==> config.mk <==
export PLATFORM = sky130hd
export DESIGN_NAME = fifo_ctrl
export DESIGN_NICKNAME = d
export VERILOG_FILES = /design/src/rtl/fifo_pkg.sv /design/src/rtl/fifo_mem_rf.sv /design/src/rtl/fifo_ctrl.sv
export SDC_FILE = /design/constraint.sdc
export NUM_CORES = 1
export LEC_CHECK = 0
export ABC_AREA = 1
export BUFFER_PORTS_ARGS = -buffer_cell sky130_fd_sc_hd__buf_4
export CAP_MARGIN = 20
export CORE_ASPECT_RATIO = 1.25
export CORE_MARGIN = 3
export CORE_UTILIZATION = 55
export DETAILED_ROUTE_END_ITERATION = 7
export PLACE_DENSITY_LB_ADDON = 0.2
export SYNTH_ARGS = -nofsm -noshare
export SYNTH_HDL_FRONTEND = slang
export SYNTH_SLANG_ARGS = --single-unit
==> constraint.sdc <==
create_clock -name clk_32k -period 4.2 [get_ports clk_32k]
set_clock_uncertainty 0.05 [all_clocks]
set_input_delay 0.84 -clock clk_32k [delete_from_list [all_inputs] [get_ports clk_32k]]
set_output_delay 0.84 -clock clk_32k [all_outputs]
set_load 0.1 [all_outputs]
==> src/rtl/fifo_pkg.sv <==
// Shared defaults and mode encodings for the always-on sample FIFO.
package fifo_pkg;

    localparam int unsigned FIFO_DW    = 16;
    localparam int unsigned FIFO_DEPTH = 32;

    // Behaviour of a push into a full FIFO with no simultaneous pop.
    typedef enum logic {
        OVW_DROP   = 1'b0,
        OVW_OLDEST = 1'b1
    } ovw_mode_e;

    // Waterline register value that disables the waterline event.
    localparam int unsigned WL_DISABLE = 0;

endpackage : fifo_pkg

==> src/rtl/fifo_mem_rf.sv <==
// DEPTH x DW register file with one synchronous write port and one
// asynchronous read port. Storage is not reset.
//   clk          : write clock
//   we/waddr/wdata : write port
//   raddr/rdata  : combinational read port
module fifo_mem_rf
    import fifo_pkg::*;
#(
    parameter int unsigned DW    = FIFO_DW,
    parameter int unsigned DEPTH = FIFO_DEPTH,
    parameter int unsigned AW    = $clog2(DEPTH)
) (
    input  logic          clk,
    input  logic          we,
    input  logic [AW-1:0] waddr,
    input  logic [DW-1:0] wdata,
    input  logic [AW-1:0] raddr,
    output logic [DW-1:0] rdata
);

    logic [DW-1:0] mem [DEPTH];

    // Write port.
    always_ff @(posedge clk) begin
        if (we) begin
            mem[waddr] <= wdata;
        end
    end

    // Read port.
    assign rdata = mem[raddr];

endmodule : fifo_mem_rf

==> src/rtl/fifo_ctrl.sv <==
// Single-clock sample FIFO on the 32 kHz always-on domain with registered
// status and one-cycle overflow / underflow / waterline event pulses.
//   clk_32k, rst_n           : clock, async active-low reset
//   wr_en, wr_data           : push request and data
//   rd_en, rd_data, rd_valid : pop request, registered popped word, valid pulse
//   fifo_flush               : synchronous clear, highest priority
//   rg_fifo_ovw_en           : 0 drop new word when full, 1 overwrite oldest
//   rg_fifo_waterline        : waterline level, 0 disables the event
//   fifo_cnt/full/empty      : registered occupancy status
//   fifo_*_flag              : registered event pulses
module fifo_ctrl
    import fifo_pkg::*;
#(
    parameter int unsigned DW    = FIFO_DW,
    parameter int unsigned DEPTH = FIFO_DEPTH,
    parameter int unsigned AW    = $clog2(DEPTH)
) (
    input  logic          clk_32k,
    input  logic          rst_n,
    input  logic          wr_en,
    input  logic [DW-1:0] wr_data,
    input  logic          rd_en,
    output logic [DW-1:0] rd_data,
    output logic          rd_valid,
    input  logic          fifo_flush,
    input  logic          rg_fifo_ovw_en,
    input  logic [AW:0]   rg_fifo_waterline,
    output logic [AW:0]   fifo_cnt,
    output logic          fifo_full,
    output logic          fifo_empty,
    output logic          fifo_upov_flag,
    output logic          fifo_downov_flag,
    output logic          fifo_waterline_flag
);

    localparam logic [AW:0]   CNT_MAX = (AW+1)'(DEPTH);
    localparam logic [AW:0]   CNT_ONE = (AW+1)'(1);
    localparam logic [AW:0]   WL_OFF  = (AW+1)'(WL_DISABLE);
    localparam logic [AW-1:0] PTR_ONE = AW'(1);

    logic [AW-1:0] wr_ptr, wr_ptr_d;
    logic [AW-1:0] rd_ptr, rd_ptr_d;
    logic [AW:0]   cnt_d;
    logic [DW-1:0] mem_rdata;
    logic          push, pop, ovw_hit;
    logic          upov_d, downov_d, wl_d;
    ovw_mode_e     ovw_mode;

    assign ovw_mode = ovw_mode_e'(rg_fifo_ovw_en);

    fifo_mem_rf #(
        .DW    (DW),
        .DEPTH (DEPTH),
        .AW    (AW)
    ) u_mem (
        .clk   (clk_32k),
        .we    (push),
        .waddr (wr_ptr),
        .wdata (wr_data),
        .raddr (rd_ptr),
        .rdata (mem_rdata)
    );

    // Next-state: pointer/count updates and event detection.
    always_comb begin
        push     = 1'b0;
        pop      = 1'b0;
        ovw_hit  = 1'b0;
        upov_d   = 1'b0;
        downov_d = 1'b0;
        wl_d     = 1'b0;
        wr_ptr_d = wr_ptr;
        rd_ptr_d = rd_ptr;
        cnt_d    = fifo_cnt;

        if (fifo_flush) begin
            wr_ptr_d = '0;
            rd_ptr_d = '0;
            cnt_d    = '0;
        end else begin
            pop      = rd_en && !fifo_empty;
            downov_d = rd_en && fifo_empty;

            // A pop in the same cycle frees the slot, so a full FIFO still accepts.
            if (wr_en) begin
                if (!fifo_full || pop) begin
                    push = 1'b1;
                end else begin
                    upov_d = 1'b1;
                    if (ovw_mode == OVW_OLDEST) begin
                        push    = 1'b1;
                        ovw_hit = 1'b1;
                    end
                end
            end

            if (push) begin
                wr_ptr_d = wr_ptr + PTR_ONE;
            end
            // Overwrite discards the oldest word by advancing the read side too.
            if (pop || ovw_hit) begin
                rd_ptr_d = rd_ptr + PTR_ONE;
            end

            if (push && !pop && !ovw_hit) begin
                cnt_d = fifo_cnt + CNT_ONE;
            end else if (pop && !push) begin
                cnt_d = fifo_cnt - CNT_ONE;
            end

            // Rising crossing only; levels above DEPTH are unreachable by cnt_d.
            wl_d = (rg_fifo_waterline != WL_OFF)
                && (fifo_cnt < rg_fifo_waterline)
                && (cnt_d >= rg_fifo_waterline);
        end
    end

    // State and output registers.
    always_ff @(posedge clk_32k or negedge rst_n) begin
        if (!rst_n) begin
            wr_ptr              <= '0;
            rd_ptr              <= '0;
            fifo_cnt            <= '0;
            fifo_full           <= 1'b0;
            fifo_empty          <= 1'b1;
            rd_data             <= '0;
            rd_valid            <= 1'b0;
            fifo_upov_flag      <= 1'b0;
            fifo_downov_flag    <= 1'b0;
            fifo_waterline_flag <= 1'b0;
        end else begin
            wr_ptr              <= wr_ptr_d;
            rd_ptr              <= rd_ptr_d;
            fifo_cnt            <= cnt_d;
            fifo_full           <= (cnt_d == CNT_MAX);
            fifo_empty          <= (cnt_d == '0);
            rd_valid            <= pop;
            fifo_upov_flag      <= upov_d;
            fifo_downov_flag    <= downov_d;
            fifo_waterline_flag <= wl_d;
            if (pop) begin
                rd_data <= mem_rdata;
            end
        end
    end

endmodule : fifo_ctrl

==> results of run 1 <==
-- metrics by stage --
step	utilization, %	setup WS, ns	std cells
4_1_cts	62.3	1.49	2558
2_1_floorplan	-	1.44	1918
3_3_place_gp	58.4	1.31	2461
6_report	62.3	1.42	2558
3_5_place_dp	58.4	1.27	2461
5_1_grt	62.3	1.30	2558
-- power by group --
| part | internal [mW] | leakage (nW) | switching [mW] |
|---|---|---|---|
| combinational | 0.648 | 3.11 | 2.13 |
| sequential | 6.11 | 5.09 | 0.152 |
| clock | 2.38 | 0.771 | 1.97 |
-- sequential cells by signal, summed over array words and instances (netlist names), 5 cells and up --
register and count:
u_mem.mem 512, rd_data 16, rd_ptr 5, wr_ptr 5, fifo_cnt 6
-- Yosys cell counts --
cell type / instances
nand2_2: 1
o21ai_0: 206
xor2_1: 2
inv_2: 6
o21bai_1: 1
nor3_1: 4
buf_4: 13
a21oi_1: 42
buf_2: 17
o211ai_1: 65
o21ai_1: 49
nand3_1: 137
a31oi_1: 1
dfrtp_1: 37
inv_1: 60
nand2_1: 254
nand4_1: 8
nor2_1: 385
buf_6: 16
nor4_1: 2
clkbuf_1: 55
ha_1: 18
buf_8: 1
buf_1: 4
edfxtp_1: 512
o2111a_1: 1
clkinv_1: 1
nor2_2: 1
or2_2: 16
xnor2_1: 2
dfstp_2: 1
-- logic make-up (layout without fill, tap and decap cells) --
| logic type | count (synthesis) | in the layout | synth area share [%] |
|---|---|---|---|
| buf+inv | 173 | 267 | 3.75 |
| fa+ha+maj | 18 | 18 | 0.991 |
| simple gates | 808 | 808 | 14.4 |
| xor+xnor | 4 | 4 | 0.154 |
| compound gates | 365 | 365 | 8.80 |
| flops | 550 | 550 | 71.9 |
-- layout make-up --
cell class / count / share of cell area, %
Tap cell: 546 / 2.71
Inverter: 67 / 1.02
Clock buffer: 70 / 5.64
Clock inverter: 27 / 0.556
Sequential cell: 550 / 64.9
Multi-Input combinational cell: 1195 / 22.0
Timing Repair Buffer: 103 / 3.22
-- final timing paths --
kind / cells after the start / from / to / slack [ns]
max: 7 / rd_ptr[2]$_DFFE_PN0P_ / rd_data[11]$_DFFE_PN0P_ / 1.42
min: 1 / rst_n / fifo_waterline_flag$_DFF_PN0_ / 0.19
max reg2reg: 7 / rd_ptr[2]$_DFFE_PN0P_ / rd_data[11]$_DFFE_PN0P_ / 1.42
min reg2reg: 2 / rd_data[4]$_DFFE_PN0P_ / rd_data[4]$_DFFE_PN0P_ / 0.44
max in group asynchronous: 1 / rst_n / rd_ptr[0]$_DFFE_PN0P_ / 3.45
min in group clk_32k: 2 / rd_data[4]$_DFFE_PN0P_ / rd_data[4]$_DFFE_PN0P_ / 0.44
-- metal layers --
layer	GRT usage, %	vias up	part of all wire (%)	routed length [um]
li1	-	6875	-	-
met1	34.0	7313	39	22600
met2	45.8	611	51	29400
met3	3.80	112	7.1	4140
met4	9.10	0	3.5	2040
met5	0	-	0	0
-- worst reg2reg max path, delay by kind of cell (launching register included) --
| family | cells | cell delay [ns] |
|---|---|---|
| buffers and inverters | 2 | 0.98 |
| and+or+nand+nor | 4 | 0.61 |
| DFF | 1 | 0.91 |
| AOI/OAI and AO/OA | 1 | 0.18 |
==> impl_metrics.csv, run 1 <==
group,metric,value,unit
setup_path,crit_family,"buffers and inverters",
placed_design,place_area,23600,um^2
setup_path,worstPathRequired,4.66,ns
timing,holdWs,0.191,ns
global_route,grt_pass1_vias,14453,
clock_tree,clk_pin_slew,0.06,ns
clock_tree,insertion_delay,0.58,ns
clock_tree,cts-resized-gates,0,
synthesis,syn-cell-area,22700,um^2
min_path,min_path_type,"input port to async pin",
floorplan,io_pins,56,
final_layout,drive_above_1_share,9.99,%
placed_design,gp_congestion,0.962,
global_route,grt_overflow_total,0,
power_and_ir_drop,p_per_area,531,nW/um^2
timing,totalNegativeSetupSlack,0,ns
final_layout,final_cell_mix,"512 x edfxtp_1, 384 x nor2_1, 254 x nand2_1",
clock_tree,cts_htree_levels,2,
synthesis,synth_top_area_cell,"edfxtp_1",
final_layout,finalNetCount,2015,
global_route,grt_antenna_before_repair,0,
synthesis,netlist_top_cells_area,"edfxtp_1 68%, nor2_1 6.4%, o21ai_0 4.5%",
power_and_ir_drop,ir_drop,558,uV
global_route,grt_max_degree,191,
power_and_ir_drop,p_leak,8.98,nW
synthesis,synth_nets,1964,
setup_path,cp-start-kind,"register",
clock_tree,numCtsBuffers,52,
detailed_routing,dr_total_vias,14911,
synthesis,syn-mean-instance-area,11.8,um^2
setup_path,slowest_delay,0.91,ns
final_layout,syn_to_final_growth,10.9,%
clock_tree,ctsHoldBuffers,0,
timing,hold_viol_final,0,
timing,finalCritPeriodShare,66.2,%
clock_tree,numClockSinks,550,
final_layout,nFillCells,3208,
clock_tree,cts_tree,"yes",
floorplan,fp-row-count,82,
placed_design,portBuffers,55,
timing,fmax,0.360,GHz
setup_path,crit_path_end_kind,"register",
global_route,grt_pass1_wl,86900,um
floorplan,die_h,233,um
final_layout,ff_latch_area,16300,um^2
timing,slew_headroom,37.6,%
clock_tree,cts_root_buffer,"clkbuf_16",
detailed_routing,first_iter_violations,1450,
clock_tree,post-cts-setup-buffers,0,
floorplan,core_area,40400,um^2
final_layout,stdcell_area,25200,um^2
synthesis,netlist_instances,1918,
synthesis,yosysSeqAreaShare,71.9,%
setup_path,path_cells,"inv_1 -> buf_4 -> o211ai_1 -> nand3_1 -> nand2_1 -> nand3_1 -> nand2_1",
job,max-cap-violations,0,
synthesis,ys_ff_latch,550,
status,outcome,"completed",
floorplan,die_area,43800,um^2
detailed_routing,first_pass_iters,5,
detailed_routing,drc,0,
setup_path,crit_path_max_fanout,22,
setup_path,slowest_stage,"dfrtp_1",
setup_path,criticalPathCategory,"register to register",
timing,finalSetupViolCount,0,
timing,drv_slew,0,
detailed_routing,via_per_inst,5.83,
power_and_ir_drop,p_total,13.4,mW
final_layout,multi_input_area,5540,um^2
timing,rsz0062_at_grt,"false",
synthesis,synth_cell_types,31,
timing,min_period,2.78,ns
floorplan,initial_core_util,56.2,%
synthesis,yosysWarnings,0,
global_route,track_usage,26.3,%
placed_design,dp_hpwl,34500,um
detailed_routing,wl_per_cell,22.7,um
timing,tightestPinTransition,0.936,ns
setup_path,arrival,3.24,ns
detailed_routing,drt_wl_total,58100,um
clock_tree,clockBufferDepth,3,
floorplan,die_w,188,um
setup_path,critPathBufInv,2,
synthesis,synth_top_area_share,67.7,%
detailed_routing,antenna_left,0,
final_layout,antenna_cells,0,
final_layout,final_common_cell,"edfxtp_1",
(Power assumes the default switching activity.)
==> run 2, diff against run 1 <==
--- a/config.mk
+++ b/config.mk
@@ -5,7 +5,7 @@
 export SDC_FILE = /design/constraint.sdc
 export NUM_CORES = 1
 export LEC_CHECK = 0
-export ABC_AREA = 1
+export ABC_AREA = 0
 export BUFFER_PORTS_ARGS = -buffer_cell sky130_fd_sc_hd__buf_4
 export CAP_MARGIN = 20
 export CORE_ASPECT_RATIO = 1.25
==> constraint.sdc (replaced) <==
create_clock -name clk_32k -period 2.3 [get_ports clk_32k]
set_clock_uncertainty 0.05 [all_clocks]
set_input_delay 0.46 -clock clk_32k [delete_from_list [all_inputs] [get_ports clk_32k]]
set_output_delay 0.46 -clock clk_32k [all_outputs]
set_load 0.1 [all_outputs]
==> run 2 against run 1 <==
Effect of this change:
- the flow now finishes with violations (negative setup slack)
- highest routed layer unchanged
- largest cell class unchanged
- cell count decreased by 32%
- clock power increased by 98%
- non-clock buffer count increased by 112
==> impl_metrics.csv, run 2 <==
group,metric,value,unit
final_layout,syn_to_final_growth,24.2,%
setup_path,path_cells,"buf_4 -> clkbuf_16 -> mux4_2 -> o22ai_2 -> buf_4 -> nor4_1 -> mux2_2",
final_layout,finalNetCount,1262,
synthesis,yosysWarnings,0,
timing,finalCritPeriodShare,101,%
synthesis,yosysSeqAreaShare,77.0,%
floorplan,die_h,226,um
placed_design,dp_hpwl,30700,um
job,max-cap-violations,0,
timing,slew_headroom,63.0,%
timing,min_period,2.33,ns
setup_path,worstPathRequired,2.76,ns
floorplan,fp-row-count,79,
global_route,grt_pass1_wl,72200,um
placed_design,portBuffers,55,
global_route,gr-usage-met1,33.9,%
global_route,grt_antenna_before_repair,0,
timing,drv_slew,0,
global_route,grt_overflow_total,0,
setup_path,criticalPathCategory,"register to register",
clock_tree,cts_tree,"yes",
detailed_routing,drt_wl_total,49800,um
setup_path,crit_top_cell,"buf_4",
setup_path,crit_path_max_fanout,12,
synthesis,synth_edf_count,512,
synthesis,netlist_top_cells_area,"edfxtp_1 72%, mux4_2 14%, dfrtp_1 4.4%",
timing,finalSetupViolCount,164,
power_and_ir_drop,p_per_area,956,nW/um^2
final_layout,largest-register,"u_mem.mem",
clock_tree,clk_pin_slew,0.06,ns
setup_path,crit_family,"multiplexers",
final_layout,final_common_cell,"edfxtp_1",
timing,tightestPinTransition,0.554,ns
final_layout,largest_register_ffs,512,
clock_tree,cts_htree_levels,2,
detailed_routing,dr_total_vias,10836,
synthesis,synth_most_common_cell,"edfxtp_1",
timing,rsz0062_at_grt,"true",
placed_design,pre_cts_ws,-0.120,ns
floorplan,core_area,37700,um^2
setup_path,cp-start-kind,"register",
detailed_routing,via_per_inst,6.21,
synthesis,synth_top_area_share,72.5,%
setup_path,critPathBufInv,3,
floorplan,io_pins,56,
floorplan,die_w,182,um
synthesis,netlist_instances,997,
final_layout,drive_above_1_share,43.1,%
final_layout,nFillCells,2252,
synthesis,syn-mean-instance-area,21.3,um^2
synthesis,synth_nets,1043,
synthesis,synth_cell_types,47,
synthesis,syn-cell-area,21200,um^2
detailed_routing,first_pass_iters,5,
global_route,met3_usage,3.64,%
final_layout,biggestRegsByFlops,"u_mem.mem x512, rd_data x16, fifo_cnt x6",
synthesis,synthTopCellsByCount,"512 x edfxtp_1, 128 x mux4_2, 64 x o22ai_1",
synthesis,ys_ff_latch,550,
timing,fin_ws,-0.0306,ns
setup_path,crit_path_end_kind,"register",
clock_tree,cts_root_buffer,"clkbuf_16",
global_route,track_usage,24.1,%
setup_path,slowest_delay,0.55,ns
min_path,min_path_type,"input port to register",
power_and_ir_drop,p_total,25.2,mW
detailed_routing,antenna_left,0,
global_route,grt_pass1_vias,10926,
clock_tree,numCtsBuffers,52,
global_route,grtUsageMet2,40.0,%
global_route,grt_max_degree,45,
power_and_ir_drop,p_leak,8.67,nW
clock_tree,insertion_delay,0.59,ns
setup_path,arrival,2.79,ns
detailed_routing,wl_per_cell,28.5,um
synthesis,synth_ff_type,"edfxtp_1",
timing,fmax,0.429,GHz
floorplan,initial_core_util,56.3,%
status,violations,"negative setup slack",
synthesis,synth_async_sr_flop_share,6.91,%
clock_tree,numClockSinks,550,
global_route,gr-max-usage-layer,"met2",
detailed_routing,first_iter_violations,1169,
timing,hold_viol_final,0,
final_layout,antenna_cells,0,
status,outcome,"finished, violations left",
setup_path,slowest_stage,"dfrtp_4",
placed_design,gp_congestion,0.855,
floorplan,die_area,41000,um^2
power_and_ir_drop,ir_drop,681,uV
synthesis,synth_top_area_cell,"edfxtp_1",
clock_tree,clockBufferDepth,3,
final_layout,final_cell_mix,"512 x edfxtp_1, 153 x buf_4, 128 x mux4_2",
detailed_routing,drc,0,
==> run 2: repair_timing <==
| item | 4_1_cts | 5_1_grt |
|---|---|---|
| cloned | 0 | 3 |
| hold buffers | 1 | 0 |
| buffers inserted | 7 | 17 |
| gates resized for setup | 12 | 60 |
| pin swaps | 6 | 9 |
| endpoints found under the setup margin | 9 | 14 |
| endpoints found under the hold margin | 37 | 0 |
==> run 2: logic make-up after synthesis <==
logic type	share of synthesized area [%]
AO/OA/AOI/OAI	2.56
AND/OR/NAND/NOR	3.01
multiplexers	14.4
buffers and inverters	1.44
adder cells (fa/ha/maj)	1.06
flip-flops	77.0
XOR/XNOR	0.537
==> run 2: final cells by class <==
class                           instances  area, um^2  area share [%]
Timing Repair Buffer                  215        2360            8.94
Sequential cell                       550       16300            62.0
Tap cell                              486         608            2.31
Clock inverter                         37         359            1.36
Multi-Input combinational cell        384        5250            19.9
Clock buffer                           61        1380            5.23
Inverter                               13        48.8           0.185
==> run 2: report_power, final <==
part           internal, mW  switching [mW]
sequential             11.2           0.199
clock                  4.98            3.61
combinational          2.16            3.07
==> run 2: routing by layer <==
layer  routed length, um  up-vias
met4                1480        0
li1                    -     4600
met3                3520       69
met2               25600      449
met5                   0        -
met1               19300     5718
==> run 2: path summary, 6_finish.rpt <==
check / slack (ns) / to / startpoint / cells after the start
worst max-delay path: -0.03 / rd_data[14]$_DFFE_PN0P_ / rd_ptr[0]$_DFFE_PN0P_ / 7
worst min-delay path: 0.21 / fifo_cnt[0]$_DFF_PN0_ / fifo_flush / 2
worst max register to register: -0.03 / rd_data[14]$_DFFE_PN0P_ / rd_ptr[0]$_DFFE_PN0P_ / 7
worst min register to register: 0.45 / rd_data[12]$_DFFE_PN0P_ / rd_data[12]$_DFFE_PN0P_ / 1
max in group asynchronous: 1.40 / rd_ptr[0]$_DFFE_PN0P_ / rst_n / 2
min in group asynchronous: 0.37 / rd_data[5]$_DFFE_PN0P_ / rst_n / 2
==> run 2: per-stage QoR <==
step,std cells,hold slack [ns],TNS (ns),utilization (%),area [um^2]
after floorplan,997,0.114,-0.233,-,21500
after global placement,1623,0.442,-0.216,63.5,23900
after detailed placement,1623,0.445,-0.398,63.5,23900
after CTS,1729,0.184,-0.0115,68.4,25800
after global routing,1746,0.200,-21.61,69.9,26300
final,1746,0.209,-1.43,69.9,26300
==> run 3, diff against run 2 <==
--- a/config.mk
+++ b/config.mk
@@ -8,11 +8,12 @@
 export ABC_AREA = 0
 export BUFFER_PORTS_ARGS = -buffer_cell sky130_fd_sc_hd__buf_4
 export CAP_MARGIN = 20
-export CORE_ASPECT_RATIO = 1.25
+export CORE_ASPECT_RATIO = 0.7
 export CORE_MARGIN = 3
 export CORE_UTILIZATION = 55
 export DETAILED_ROUTE_END_ITERATION = 7
 export PLACE_DENSITY_LB_ADDON = 0.2
+export SETUP_SLACK_MARGIN = 0.2
 export SYNTH_ARGS = -nofsm -noshare
 export SYNTH_HDL_FRONTEND = slang
 export SYNTH_SLANG_ARGS = --single-unit
==> constraint.sdc (replaced) <==
create_clock -name clk_32k -period 2.5 [get_ports clk_32k]
set_clock_uncertainty 0.05 [all_clocks]
set_input_delay 0.5 -clock clk_32k [delete_from_list [all_inputs] [get_ports clk_32k]]
set_output_delay 0.5 -clock clk_32k [all_outputs]
set_load 0.1 [all_outputs]
==> run 3 against run 2 <==
Effect of this change:
- the run now ends clean
- worst setup slack gained 0.14 ns
- combinational power decreased by 15%
- total power shrank 12%
- final area decreased by 2.6%
- flip-flop and latch count unchanged
- non-clock buffer count decreased by 32
- via count barely moved
- critical path depth grew 2
- die area hardly changed
- global-route usage rose by 0.30 points
- register-to-register slack better by 0.14 ns
- critical path type unchanged
- cell count fell by 2.3%
==> impl_metrics.csv, run 3 (same netlist as run 2, synthesis figures left out) <==
group,metric,value,unit
placed_design,dp_cells,1600,
final_layout,finalNetCount,1227,
power_and_ir_drop,p_sw,5.99,mW
final_layout,stdcell_area,25700,um^2
final_layout,drive_above_1_share,38.8,%
placed_design,portBuffers,55,
timing,drv_slew,0,
placed_design,dp_hpwl,29500,um
global_route,grt_overflow_total,0,
status,outcome,"completed",
placed_design,gp_congestion,0.810,
final_layout,nFillCells,2328,
clock_tree,cts_htree_levels,2,
detailed_routing,drt_wl_total,49200,um
setup_path,criticalPathCategory,"register to register",
final_layout,syn_to_final_growth,21.0,%
clock_tree,numCtsBuffers,49,
detailed_routing,antenna_left,0,
final_layout,fin_util,68.3,%
final_layout,final_cell_mix,"512 x edfxtp_1, 130 x buf_4, 128 x mux4_2",
timing,rsz0062_at_grt,"true",
power_and_ir_drop,internal_power,16.3,mW
floorplan,core_area,37600,um^2
timing,tightestPinTransition,0.530,ns
power_and_ir_drop,p_clk_share,33.2,%
setup_path,slowest_stage,"dfstp_4",
job,max-cap-violations,0,
detailed_routing,dr_total_vias,10828,
detailed_routing,drc,0,
timing,finalSetupViolCount,0,
detailed_routing,wl_per_cell,28.8,um
setup_path,arrival,2.79,ns
final_layout,final-instance-count-excl-fill,1706,
final_layout,final_common_cell,"edfxtp_1",
floorplan,die_h,170,um
detailed_routing,routed.top_layer,"met4",
global_route,track_usage,24.4,%
floorplan,io_pins,56,
floorplan,fp-row-count,59,
clock_tree,clk_pin_slew,0.06,ns
timing,totalNegativeSetupSlack,0,ns
power_and_ir_drop,p_per_area,868,nW/um^2
timing,fin_ws,0.114,ns
placed_design,place_area,23700,um^2
timing,holdWs,0.206,ns
setup_path,cp-start-kind,"register",
setup_path,crit_path_end_kind,"register",
detailed_routing,first_pass_iters,5,
detailed_routing,met1_length,21600,um
detailed_routing,via_per_inst,6.35,
timing,min_period,2.39,ns
detailed_routing,dr_wl_met3,4040,um
power_and_ir_drop,power_frac_comb,19.9,%
clock_tree,clockBufferDepth,3,
setup_path,worstPathRequired,2.90,ns
floorplan,die_area,41000,um^2
final_layout,antenna_cells,0,
power_and_ir_drop,p_leak,8.36,nW
floorplan,die_w,241,um
timing,hold_viol_final,0,
detailed_routing,wl_met2,22900,um
clock_tree,numClockSinks,550,
global_route,grt_max_degree,39,
clock_tree,cts_tree,"yes",
setup_path,slowest_delay,0.64,ns
global_route,grt_pass1_wl,71800,um
power_and_ir_drop,ir_drop,619,uV
final_layout,largest-register,"u_mem.mem",
global_route,grt_pass1_vias,10577,
timing,fmax,0.419,GHz
timing,finalCritPeriodShare,95.4,%
clock_tree,insertion_delay,0.57,ns
timing,slew_headroom,64.7,%
final_layout,biggestRegsByFlops,"u_mem.mem x512, rd_data x16, fifo_cnt x6",
power_and_ir_drop,p_total,22.3,mW
setup_path,crit_path_max_fanout,8,
detailed_routing,first_iter_violations,1251,
final_layout,largest_register_ffs,512,
floorplan,initial_core_util,56.5,%
power_and_ir_drop,sw_frac_of_total,26.9,%
clock_tree,cts_root_buffer,"clkbuf_16",
placed_design,pre_cts_ws,-0.0561,ns
setup_path,path_cells,"nand2b_4 -> nand2_1 -> or3_1 -> o31ai_2 -> xnor2_1 -> inv_1 -> ha_1 -> o211ai_1 -> a221oi_1",
power_and_ir_drop,seqPwrFrac,46.9,%
min_path,min_path_type,"input port to register",
global_route,grt_antenna_before_repair,0,
run 3: cell count changes in the layout (fill, tap and decap cells not counted), sizes merged:
cell and change:
clkbuf -3, clkinvlp -3, clkinv -3, buf -32
inv -1
run 3: what timing repair did:
action | in CTS | in global routing
hold endpoints to repair | 37 | 0
pin swaps | 1 | 3
hold buffers | 1 | 0
setup buffers | 2 | 11
cloned | 1 | 3
resized for setup | 7 | 25
setup endpoints to repair | 6 | 9
run 3: worst max-delay path: cells and delay by family, from the launching register on:
kind | cells | cell delay (ns)
fa+ha+maj | 1 | 0.30
xor+xnor | 1 | 0.17
compound gates | 3 | 0.44
simple gates | 3 | 0.60
flops | 1 | 0.64
buf+inv | 1 | 0.07
run 3: metal layers:
metal | up-vias | GRT usage, %
met2 | 465 | 36.2
li1 | 4534 | -
met4 | 0 | 5.14
met3 | 62 | 5.30
met5 | - | 0
met1 | 5767 | 38.3
run 3: path summary, 6_finish.rpt:
path | from | to | slack (ns) | depth (start not counted)
hold / removal | wr_en | fifo_upov_flag$_DFF_PN0_ | 0.21 | 2
max in group asynchronous | rst_n | rd_ptr[1]$_DFFE_PN0P_ | 1.57 | 2
hold reg to reg | rd_data[4]$_DFFE_PN0P_ | rd_data[4]$_DFFE_PN0P_ | 0.46 | 1
min in group asynchronous | rst_n | rd_data[15]$_DFFE_PN0P_ | 0.42 | 2
setup / recovery | fifo_empty$_DFF_PN1_ | fifo_waterline_flag$_DFF_PN0_ | 0.11 | 9
setup reg to reg | fifo_empty$_DFF_PN1_ | fifo_waterline_flag$_DFF_PN0_ | 0.11 | 9
run 3: power groups by stage:
stage | registers (mW) | logic (mW) | clock network (mW)
final | 10.4 | 4.43 | 7.40
after global routing | 10.5 | 4.66 | 7.86
after CTS | 10.4 | 4.23 | 7.50
after global placement | 10.6 | 4.08 | 0
after detailed placement | 10.6 | 4.12 | 0
after floorplan | 11.8 | 1.74 | 0
run 3: cell type report:
cell class / count / area [um^2] / area share, %
inverters: 13 / 48.8 / 0.190
repair buffers: 183 / 2080 / 8.10
clock inverters: 30 / 293 / 1.14
well taps: 488 / 611 / 2.38
flip-flops and latches: 550 / 16300 / 63.7
clock buffers: 58 / 1260 / 4.91
multi-input cells: 384 / 5030 / 19.6
